$ cat src/rtl/vid_out_lock_ctrl.sv
// Lock/recovery controller for an AXI4-Stream-to-video output bridge and its timing generator.
// Optional lock-timeout feature compiled in by defining VOC_LOCK_TIMEOUT_EN.
module vid_out_lock_ctrl #(
    parameter int RST_CYCLES     = 16,
    parameter int TIMEOUT_CYCLES = 1048576
) (
    input  logic        aclk,
    input  logic        rst,
    input  logic        enable,
    input  logic        locked,
    input  logic        wr_error,
    input  logic        vtg_fsync,
    input  logic        clr_err,
    output logic        bridge_rst,
    output logic        vtg_en,
    output logic [1:0]  ctrl_state,
    output logic [7:0]  err_count,
    output logic [15:0] frame_count,
    output logic        irq,
    output logic        irq_pending
);

    typedef enum logic [1:0] {
        ST_IDLE      = 2'd0,
        ST_RESET     = 2'd1,
        ST_WAIT_LOCK = 2'd2,
        ST_RUN       = 2'd3
    } state_t;

    localparam logic [7:0] RST_LAST = 8'(RST_CYCLES - 1);

    state_t      state_reg, state_next;
    logic [7:0]  rst_cnt_reg, rst_cnt_next;
    logic [7:0]  err_count_reg, err_count_next;
    logic [15:0] frame_count_reg, frame_count_next;
    logic        irq_reg, irq_pending_reg, irq_pending_next;
    logic        bridge_rst_reg, bridge_rst_next;
    logic        vtg_en_reg, vtg_en_next;
    logic        recover;
    logic        lock_timeout;

`ifdef VOC_LOCK_TIMEOUT_EN
    localparam logic [23:0] TIMEOUT_LAST = 24'(TIMEOUT_CYCLES - 1);

    logic [23:0] lock_timer_reg, lock_timer_next;

    // Timer restarts from zero on every entry to WAIT_LOCK.
    always_comb begin
        lock_timer_next = 24'd0;
        if (state_reg == ST_WAIT_LOCK && state_next == ST_WAIT_LOCK)
            lock_timer_next = lock_timer_reg + 24'd1;
    end

    always_ff @(posedge aclk or posedge rst) begin
        if (rst)
            lock_timer_reg <= 24'd0;
        else
            lock_timer_reg <= lock_timer_next;
    end

    assign lock_timeout = (state_reg == ST_WAIT_LOCK) && (lock_timer_reg == TIMEOUT_LAST);
`else
    // No timer: WAIT_LOCK holds until locked; TIMEOUT_CYCLES is accepted but has no effect.
    if (TIMEOUT_CYCLES >= 0) begin : g_no_timeout
        assign lock_timeout = 1'b0;
    end else begin : g_no_timeout_neg
        assign lock_timeout = 1'b0;
    end
`endif

    always_comb begin
        state_next = state_reg;
        recover    = 1'b0;
        if (!enable) begin
            state_next = ST_IDLE;
        end else begin
            case (state_reg)
                ST_IDLE:      state_next = ST_RESET;
                ST_RESET:     if (rst_cnt_reg == RST_LAST) state_next = ST_WAIT_LOCK;
                ST_WAIT_LOCK: begin
                    if (locked) begin
                        state_next = ST_RUN;
                    end else if (lock_timeout) begin
                        state_next = ST_RESET;
                        recover    = 1'b1;
                    end
                end
                ST_RUN: begin
                    if (!locked || wr_error) begin
                        state_next = ST_RESET;
                        recover    = 1'b1;
                    end
                end
                default:      state_next = ST_IDLE;
            endcase
        end
    end

    // Counter only runs while staying in RESET, so each entry starts a full hold.
    always_comb begin
        rst_cnt_next = 8'd0;
        if (state_reg == ST_RESET && state_next == ST_RESET)
            rst_cnt_next = rst_cnt_reg + 8'd1;
    end

    always_comb begin
        err_count_next   = err_count_reg;
        irq_pending_next = irq_pending_reg;
        if (clr_err) begin
            err_count_next   = 8'd0;
            irq_pending_next = 1'b0;
        end else if (recover) begin
            irq_pending_next = 1'b1;
            if (err_count_reg != 8'hFF)
                err_count_next = err_count_reg + 8'd1;
        end
    end

    always_comb begin
        frame_count_next = frame_count_reg;
        if (state_reg == ST_RUN && vtg_fsync)
            frame_count_next = frame_count_reg + 16'd1;
    end

    assign bridge_rst_next = (state_next == ST_IDLE) || (state_next == ST_RESET);
    assign vtg_en_next     = (state_next == ST_WAIT_LOCK) || (state_next == ST_RUN);

    always_ff @(posedge aclk or posedge rst) begin
        if (rst) begin
            state_reg       <= ST_IDLE;
            rst_cnt_reg     <= 8'd0;
            err_count_reg   <= 8'd0;
            frame_count_reg <= 16'd0;
            irq_reg         <= 1'b0;
            irq_pending_reg <= 1'b0;
            bridge_rst_reg  <= 1'b1;
            vtg_en_reg      <= 1'b0;
        end else begin
            state_reg       <= state_next;
            rst_cnt_reg     <= rst_cnt_next;
            err_count_reg   <= err_count_next;
            frame_count_reg <= frame_count_next;
            irq_reg         <= recover;
            irq_pending_reg <= irq_pending_next;
            bridge_rst_reg  <= bridge_rst_next;
            vtg_en_reg      <= vtg_en_next;
        end
    end

    assign ctrl_state  = state_reg;
    assign bridge_rst  = bridge_rst_reg;
    assign vtg_en      = vtg_en_reg;
    assign err_count   = err_count_reg;
    assign frame_count = frame_count_reg;
    assign irq         = irq_reg;
    assign irq_pending = irq_pending_reg;

endmodule

$ cat config.mk
export PLATFORM = sky130hd
export DESIGN_NAME = vid_out_lock_ctrl
export DESIGN_NICKNAME = d
export VERILOG_FILES = /design/src/rtl/vid_out_lock_ctrl.sv
export SDC_FILE = /design/constraint.sdc
export NUM_CORES = 1
export LEC_CHECK = 0
export CAP_MARGIN = 10
export CORE_ASPECT_RATIO = 0.7
export CORE_MARGIN = 10
export CORE_UTILIZATION = 45
export CTS_BUF_LIST = sky130_fd_sc_hd__clkbuf_8
export DETAILED_ROUTE_END_ITERATION = 10
export GPL_TIMING_DRIVEN = 0
export PLACE_DENSITY_LB_ADDON = 0.15
export SETUP_SLACK_MARGIN = 0.2
export SLEW_MARGIN = 10
export SYNTH_ARGS = -nofsm -noshare
export SYNTH_HDL_FRONTEND = slang
export SYNTH_SLANG_ARGS = --single-unit
$ cat constraint.sdc
create_clock -name aclk -period 1.8 [get_ports aclk]
set_input_delay 0.36 -clock aclk [delete_from_list [all_inputs] [get_ports aclk]]
set_output_delay 0.36 -clock aclk [all_outputs]
set_load 0.005 [all_outputs]
==> flow_summary.ini <==
[clocking]
cts.sinks = 38
htreeDepth = 2
clk_pin_slew_ns = 0.07
cts_tree = built
worstSkewPairLatency_ns = 0.30
cts_root_buffer = clkbuf_8
hold_buffers = 0
clock_path_buffers = 2
cts_made_buffers = 5

[synthesis]
synth_largest_area_cell = dfrtp_1
syn_area_per_cell_um2 = 10.9
synth_area_leaders = dfrtp_1 54%, xnor2_1 8.2%, nand4_1 3.7%
netlist_instances = 157
synth_fp_nets = 167
synth_edf_count = 0
ys.warnings.count = 0
synth_ff_type = dfrtp_1
synth_top_area_share_pct = 54.2
yosys_register_bits = 38
yosysSeqAreaShare_pct = 55.7
syn_area_mm2 = 0.00171
post_synth_num_cell_types = 35
synth_async_sr_flop_share_pct = 100

[power_and_ir_drop]
power.density_mw_per_mm2 = 719
power_w = 0.00181
p_leak_nw = 1.18
ir_drop_mv = 0.557

[timing]
final.setup.worst_slack_ns = 0.201
hold_violations = 0
tns_ns = 0
finalWorstPathRequiredPeriod_ns = 1.60
drv_slew = 0
tightest_slew_ns = 0.758
fin_crit_sh_pct = 88.8
finClkSkew_ns = 0.00584
relSlewSlack_pct = 49.4
clock.fmax_mhz = 625
finalSetupViolCount = 0
rsz0062_at_grt = true

[worst_setup_path]
crit_chain = ha_2 > and2_2 > nand2_1 > or4_1 > a21oi_1
arrival_ns = 1.81
critPathMaxFanout = 4
start_kind = flop
worstSetupPathType = reg -> reg
cp_slowest_cell = or4_1
max_stage_delay_ns = 0.42
critPathRequiredTime_ns = 2.01
endpoint_kind = flop

[route]
routed_wl_um = 4290
wl_per_cell_um = 15.6
dr.first_iter.drc_count = 119
via_per_inst = 5.30
drtAntennaViolNets = 0
via_count = 1458
first_pass_iters = 4
drc = 0

[final_layout]
nets = 234
drive_gt1_share_pct = 22.7
final_cells = 275
diodes = 0
largest_reg_flops = 16
area_delta_synth_final_pct = 47.7
fillers = 256
finish.utilization_pct = 70.5
multi_input_area_um2 = 778
seqCellArea_um2 = 956

[status]
status = complete, no violations

[floorplan]
num_io_pins = 37
num_rows = 18
dieArea_mm2 = 0.00670
core_mm2 = 0.00358
fp.dieH_um = 71.6
die_x_um = 93.7
initial_core_util_pct = 47.7

[min_path]
min_path_type = reg -> reg

[global_route]
grt_pass1_wl_um = 6760
grt_overflow_total = 0
grt_usage_pct = 12.8
top_usage_layer = met2
antenna_found_initial = 0
grtUsageMet3_pct = 3.85
grt_use_met1_pct = 14.5
grt_pass1_vias = 1394
grt_max_degree = 39
met2_usage_pct = 22.0

[placement]
dp_slack_ns = -0.210
dpl.hpwl_um = 2880
place.gp.congestion = 0.845
port_buffers = 35
place_inst = 242

[run]
drv_cap = 0
[cell families after synthesis]
group,Yosys count,share of synthesized area [%]
AND/OR/NAND/NOR,66,21.2
flip-flops,38,55.7
XOR/XNOR,21,10.8
AO/OA/AOI/OAI,17,6.59
buffers and inverters,10,2.27
adder cells (fa/ha/maj),3,2.20
multiplexers,2,1.32
[worst max-delay path: cells and delay by family (launching register included)]
kind / cells / cell delay (ns)
AND/OR/NAND/NOR: 3 / 0.71
flip-flops: 1 / 0.41
adder cells (fa/ha/maj): 1 / 0.22
AO/OA/AOI/OAI: 1 / 0.18
[what timing repair did]
item                                    CTS  global route
buffers inserted                         19             6
endpoints found under the setup margin   22            22
gates resized for setup                  10            13
pin swaps                                 2             2
[final timing paths]
kind	from	depth (start not counted)	slack, ns	end
worst max-delay path	err_count[1]	5	0.20	err_count[4]
min in group asynchronous	rst	2	0.51	frame_count[10]
worst max register to register	err_count[1]	5	0.20	err_count[4]
worst min register to register	rst_cnt_reg[0]	1	0.46	rst_cnt_reg[0]
max in group asynchronous	rst	2	0.75	ctrl_state[0]
worst min-delay path	rst_cnt_reg[0]	1	0.46	rst_cnt_reg[0]
[cell usage after synthesis (2+ instances only)]
master and number:
nand3_1 10, ha_1 3, nor4_1 3, and3_1 6, a21oi_1 6, nand2_1 10
o31ai_1 3, inv_1 7, dfrtp_1 37, or3_1 2, mux2_2 2, nand4_1 10
or4_1 3, and2_1 2, a21boi_0 2, xnor2_1 16, xor2_1 5, o21ai_0 2
nor2_1 12
[cell type report]
| type | count | area share [%] |
|---|---|---|
| inverters | 7 | 1.04 |
| multi-input cells | 109 | 30.8 |
| clock inverters | 2 | 2.38 |
| flip-flops and latches | 38 | 37.9 |
| plain buffers | 3 | 0.595 |
| well taps | 50 | 2.48 |
| clock buffers | 6 | 3.27 |
| repair buffers | 60 | 21.5 |
[power breakdown]
| part | switching (W) | internal [W] |
|---|---|---|
| clock | 0.000300 | 0.000591 |
| combinational | 0.0000366 | 0.0000247 |
| sequential | 0.00000389 | 0.000858 |
| total | 0.000340 | 0.00147 |
[layer usage]
metal  wire length (um)  vias up
li1                   -      689
met1               1750      726
met2               2210       35
met3                251        8
met4                 71        0
met5                  0        -
[metrics by stage]
| stage | hold WS (ns) | cell area [um^2] |
|---|---|---|
| final | 0.460 | 2520 |
| after CTS | 0.464 | 2420 |
| after global routing | 0.486 | 2520 |
| after floorplan | 0.425 | 1710 |
| after detailed placement | 0.455 | 2120 |
| after global placement | 0.437 | 2120 |
[placed cells by master (no fill, tap or decap), types with 2 or more instances in the layout]
| master | Yosys | layout |
|---|---|---|
| a21boi_0 | 2 | 2 |
| a21oi_1 | 6 | 6 |
| and3_1 | 6 | 6 |
| buf_4 | 0 | 26 |
| bufinv_16 | 0 | 2 |
| clkbuf_8 | 0 | 6 |
| clkdlybuf4s50_1 | 0 | 27 |
| dfrtp_1 | 37 | 34 |
| dfrtp_2 | 0 | 3 |
| dlygate4sd2_1 | 0 | 4 |
| dlymetal6s2s_1 | 0 | 4 |
| ha_1 | 3 | 2 |
| inv_1 | 7 | 6 |
| nand2_1 | 10 | 10 |
| nand3_1 | 10 | 10 |
| nand4_1 | 10 | 10 |
| nor2_1 | 12 | 11 |
| nor4_1 | 3 | 2 |
| o21ai_0 | 2 | 2 |
| o31ai_1 | 3 | 3 |
| or3_1 | 2 | 2 |
| or4_1 | 3 | 3 |
| xnor2_1 | 16 | 16 |
| xor2_1 | 5 | 5 |
(Power assumes the default switching activity.)
